[src/rtl/input_shift_register.sv]
// Input shift register with MOV load, explicit/auto push and a 4-deep show-ahead RX FIFO.
// Request priority per cycle is mov_en > push_req > shift_en; stall means the request did not commit.
module input_shift_register (
  input  logic        clk,
  input  logic        rst,
  input  logic [31:0] in_data,
  input  logic        shift_en,
  input  logic [4:0]  shift_count,
  input  logic        shiftdir,
  input  logic        autopush,
  input  logic [4:0]  push_thresh,
  input  logic        push_req,
  input  logic        push_block,
  input  logic        push_iffull,
  input  logic [31:0] mov_in,
  input  logic        mov_en,
  input  logic        fifo_pop,
  output logic [31:0] isr,
  output logic [5:0]  input_shift_counter,
  output logic [31:0] fifo_data_out,
  output logic        fifo_empty,
  output logic        fifo_full,
  output logic [2:0]  fifo_level,
  output logic        stall,
  output logic        pushed
);

  logic [31:0] isr_q, isr_d;
  logic [5:0]  cnt_q, cnt_d;
  logic [31:0] mem_q [4];
  logic [1:0]  wptr_q, rptr_q;
  logic [2:0]  lvl_q;
  logic        pushed_q;

  logic [5:0]  n, thr, cnt_sh;
  logic [6:0]  sum;
  logic [31:0] mask, shifted, wdata;
  logic        room, wr, rd;

  assign n      = (shift_count == 5'd0) ? 6'd32 : {1'b0, shift_count};
  assign thr    = (push_thresh == 5'd0) ? 6'd32 : {1'b0, push_thresh};
  assign sum    = {1'b0, cnt_q} + {1'b0, n};
  assign cnt_sh = (sum > 7'd32) ? 6'd32 : sum[5:0];

  // n is never 0, so both shift amounts stay within 0..31 except the n=32 cases that clear isr.
  assign mask    = 32'hFFFF_FFFF >> (6'd32 - n);
  assign shifted = shiftdir ? ((isr_q >> n) | (in_data << (6'd32 - n)))
                            : ((isr_q << n) | (in_data & mask));

  assign fifo_full  = (lvl_q == 3'd4);
  assign fifo_empty = (lvl_q == 3'd0);
  assign room       = !fifo_full || fifo_pop;
  assign rd         = fifo_pop && !fifo_empty;

  always_comb begin
    isr_d = isr_q;
    cnt_d = cnt_q;
    wr    = 1'b0;
    wdata = 32'd0;
    stall = 1'b0;
    if (rst) begin
      if (mov_en) begin
        isr_d = mov_in;
        cnt_d = 6'd0;
      end else if (push_req) begin
        if (!(push_iffull && (cnt_q < thr))) begin
          if (room) begin
            wr    = 1'b1;
            wdata = isr_q;
            isr_d = 32'd0;
            cnt_d = 6'd0;
          end else if (push_block) begin
            stall = 1'b1;
          end else begin
            isr_d = 32'd0;
            cnt_d = 6'd0;
          end
        end
      end else if (shift_en) begin
        if (autopush && (cnt_sh >= thr)) begin
          if (room) begin
            wr    = 1'b1;
            wdata = shifted;
            isr_d = 32'd0;
            cnt_d = 6'd0;
          end else begin
            stall = 1'b1;
          end
        end else begin
          isr_d = shifted;
          cnt_d = cnt_sh;
        end
      end
    end
  end

  always_ff @(posedge clk) begin
    if (!rst) begin
      isr_q    <= 32'd0;
      cnt_q    <= 6'd0;
      wptr_q   <= 2'd0;
      rptr_q   <= 2'd0;
      lvl_q    <= 3'd0;
      pushed_q <= 1'b0;
    end else begin
      isr_q    <= isr_d;
      cnt_q    <= cnt_d;
      pushed_q <= wr;
      if (wr) wptr_q <= wptr_q + 2'd1;
      if (rd) rptr_q <= rptr_q + 2'd1;
      unique case ({wr, rd})
        2'b10:   lvl_q <= lvl_q + 3'd1;
        2'b01:   lvl_q <= lvl_q - 3'd1;
        default: lvl_q <= lvl_q;
      endcase
    end
  end

  // Storage needs no reset: the head is masked to 0 whenever the FIFO is empty.
  always_ff @(posedge clk) begin
    if (rst && wr) mem_q[wptr_q] <= wdata;
  end

  assign isr                 = isr_q;
  assign input_shift_counter = cnt_q;
  assign fifo_level          = lvl_q;
  assign fifo_data_out       = fifo_empty ? 32'd0 : mem_q[rptr_q];
  assign pushed              = pushed_q;

endmodule

[config.mk]
export PLATFORM = sky130hd
export DESIGN_NAME = input_shift_register
export DESIGN_NICKNAME = d
export VERILOG_FILES = /design/src/rtl/input_shift_register.sv
export SDC_FILE = /design/constraint.sdc
export NUM_CORES = 1
export LEC_CHECK = 0
export CAP_MARGIN = 20
export CORE_MARGIN = 3
export CORE_UTILIZATION = 49
export DETAILED_ROUTE_END_ITERATION = 12
export PLACE_DENSITY_LB_ADDON = 0.12
export SLEW_MARGIN = 20
export SYNTH_ARGS = -nofsm -noshare
export SYNTH_HDL_FRONTEND = slang
export SYNTH_SLANG_ARGS = --single-unit
export TNS_END_PERCENT = 10
[constraint.sdc]
create_clock -name clk -period 8.1 [get_ports clk]
set_input_delay 1.62 -clock clk [delete_from_list [all_inputs] [get_ports clk]]
set_output_delay 1.62 -clock clk [all_outputs]
set_load 0.02 [all_outputs]
==> impl_metrics.json, run 1 <==
{
  "antenna_found_initial": 0,
  "p_leak_nw": 5.81,
  "synth.most_common_cell": "edfxtp_1",
  "skew_ps": 23.2,
  "post_cts_buffers": 0,
  "drt_iter0_drc": 2184,
  "ys_top_cells_by_area": "edfxtp_1, mux4_2, dfxtp_1",
  "postSynthAreaPerCell_sq_um": 10.4,
  "power_frac_seq_pct": 34.4,
  "drive_gt1_share_pct": 17.4,
  "place_congestion": 1.03,
  "layout.nets": 1582,
  "maxSlewViolCount": 0,
  "setup_viol": 0,
  "cts_resized": 0,
  "ios": 161,
  "power_density_mw_per_mm2": 183,
  "hp-class": "flip-flop to flip-flop",
  "ys_ff_latch": 176,
  "grt_pass1_wl_um": 84200,
  "area_delta_synth_final_pct": 16.1,
  "syn-num-nets": 1505,
  "io_buffer_count": 160,
  "path_max_fanout": 17,
  "synth_top_area_share_pct": 26.4,
  "fmax_mhz": 135,
  "dp_hpwl_um": 40600,
  "synth-async-reset-ratio_pct": 0,
  "finalHoldViolCount": 0,
  "grt_max_degree": 72,
  "worstMarginPinSlew_ps": 1120,
  "remaining_drc_errors": 0,
  "clock_path_buffers": 2,
  "crit_arrival_ps": 5770,
  "slew_headroom_pct": 24.9,
  "peakVddDrop_mv": 0.105,
  "fin_ws_ps": 712,
  "fin_tns_setup_ps": 0,
  "ff_latch_area_sq_mm": 0.00481,
  "yosys_warnings": 0,
  "syn_area_sq_mm": 0.0145,
  "dr.pass1.iters": 7,
  "n_fill_cell": 2465,
  "vias_per_cell": 7.19,
  "cts.clk_slew.worst_paths_ps": 90,
  "comb_power_share_pct": 37.1,
  "clkPwrFrac_pct": 28.5,
  "gr-total-overflow": 0,
  "netSwitchingPower_mw": 1.17,
  "grt_util_all_layers_pct": 35.6,
  "grt_pass1_vias": 12800,
  "num_rows": 62,
  "crit_path_end_kind": "output pin",
  "fp.coreArea_sq_mm": 0.0289,
  "cts_buffers": 17,
  "post-route-period-util_pct": 91.2,
  "ant_nets": 0,
  "yosysSeqAreaShare_pct": 33.1,
  "pre_cts_ws_ps": 808,
  "dieWidth_um": 178,
  "synth_top_cell_by_area": "edfxtp_1",
  "hold_ws_ps": 539,
  "intPower_mw": 1.92,
  "diodes": 0,
  "via_count": 13400,
  "multi_input_area_sq_mm": 0.00899,
  "clk_latency_ps": 450,
  "period_minus_slack_ps": 7390,
  "syn_inst": 1397,
  "outcome": "finished, final reports clean",
  "rsz0062_at_grt": "false",
  "synth_enable_flop_cells": 128,
  "wirelength_um": 57000,
  "ctsHtreeMaxLevel": 4,
  "cts_tree": "done",
  "worstSetupPathType": "input port to output pin",
  "cts.sinks": 176,
  "die_y_um": 178,
  "cp.required_ps": 6480,
  "drv_cap": 0,
  "synth.distinct_cells": 92,
  "start_util_pct": 50.2,
  "cts_hold_buf": 0,
  "clockRootBuffer": "clkbuf_16",
  "die_area_sq_mm": 0.0318,
  "synth.top_cells.by_count": "edfxtp_1, nor2_1, mux4_2",
  "critPathLaunchType": "input port",
  "p_sw_share_pct": 38.0,
  "wl_per_cell_um": 30.5,
  "synth-main-ff-cell": "edfxtp_1"
}
state kept, by name, summed over array words and instances, names as in the netlist, named ones only:
register and flops:
mem_q 128, isr 32, input_shift_counter 6, fifo_level 3, rptr_q 2, wptr_q 2
pushed 1
worst max-delay path: stages:
cell,delay [ps]
buf_6,150
or4_1,690
nor2_1,180
ha_1,300
o211ai_1,210
o311ai_0,200
a31oi_1,230
and2_2,250
nand2_1,80
ha_1,270
nand2b_1,100
a21oi_1,70
o21ai_1,320
nand2_1,90
nor2_1,120
a21oi_1,50
nor3_1,180
clkdlybuf4s50_1,640
through the flow:
step	instances	cell area [sq um]	power (mW)	util, %
floorplan	1397	14500	1.76	-
global placement	1839	16200	2.20	56.1
detailed placement	1839	16200	2.20	56.1
CTS	1871	16900	3.08	58.3
global route	1871	16900	3.20	58.3
finish	1871	16900	3.09	58.3
logic make-up (layout without fill, tap and decap cells):
group / after synthesis / after routing / share of synthesized area (%)
fa+ha+maj: 27 / 27 / 2.33
mux: 227 / 227 / 26.0
flops: 176 / 176 / 33.1
simple gates: 396 / 396 / 13.2
buf+inv: 166 / 256 / 5.39
compound gates: 390 / 390 / 19.1
xor+xnor: 15 / 15 / 0.904
power by group through the flow:
stage	clock, mW	sequential (mW)	combinational [mW]
after floorplan	0	1.05	0.709
after global placement	0	1.08	1.12
after detailed placement	0	1.08	1.12
after CTS	0.898	1.06	1.13
after global routing	0.926	1.06	1.21
final	0.883	1.06	1.15
layer usage:
layer / vias up / share of wire, % / track usage [%]
met5: - / 0 / 0
met4: 0 / 4.9 / 15.2
met3: 186 / 11 / 8.64
met2: 991 / 46 / 55.2
met1: 6594 / 38 / 47.9
li1: 5678 / - / -
path summary, 6_finish.rpt:
check	startpoint	endpoint	slack (ps)	cells past startpoint
max	shift_count[0]	stall	710	18
min reg2reg	rptr_q[1]	rptr_q[1]	540	2
min	rptr_q[1]	rptr_q[1]	540	2
max reg2reg	input_shift_counter[0]	fifo_level[2]	2680	24
cells in the final DEF (no fill, tap or decap), drive strengths merged, types with 10 or more instances in the layout:
cell	n
a22oi	23
buf	36
a21oi	69
o22ai	14
mux4	116
clkbuf	17
inv	40
o21ai	76
nor2	126
nor2b	42
nor3	25
edfxtp	128
a211oi	16
o211ai	13
xnor2	10
nand3	28
or3	11
and3	11
dfxtp	48
a221oi	23
mux2	39
o2bb2ai	10
o31ai	10
o221ai	11
mux2i	72
clkdlybuf4s50	156
a31oi	19
ha	23
nand2b	22
nand2	95
layout make-up:
cell class / instances / share of cell area (%)
sequential: 176 / 28.5
timing repair buffer: 192 / 10.9
tap: 384 / 2.85
multi-input combinational: 1055 / 53.3
inverter: 32 / 0.712
clock buffer: 17 / 2.52
clock inverter: 15 / 1.27
Power figures use the tool's default switching activity.
==> run 2, diff against run 1 <==
Settings changed: CAP_MARGIN 20 to unset.
==> results of run 2 <==
No change in the layout: final DEF, timing and power equal those of run 1.
==> run 3, diff against run 2 <==
Settings changed: CAP_MARGIN set to 10.
==> results of run 3 <==
No change in the layout: final DEF, timing and power equal those of run 1.
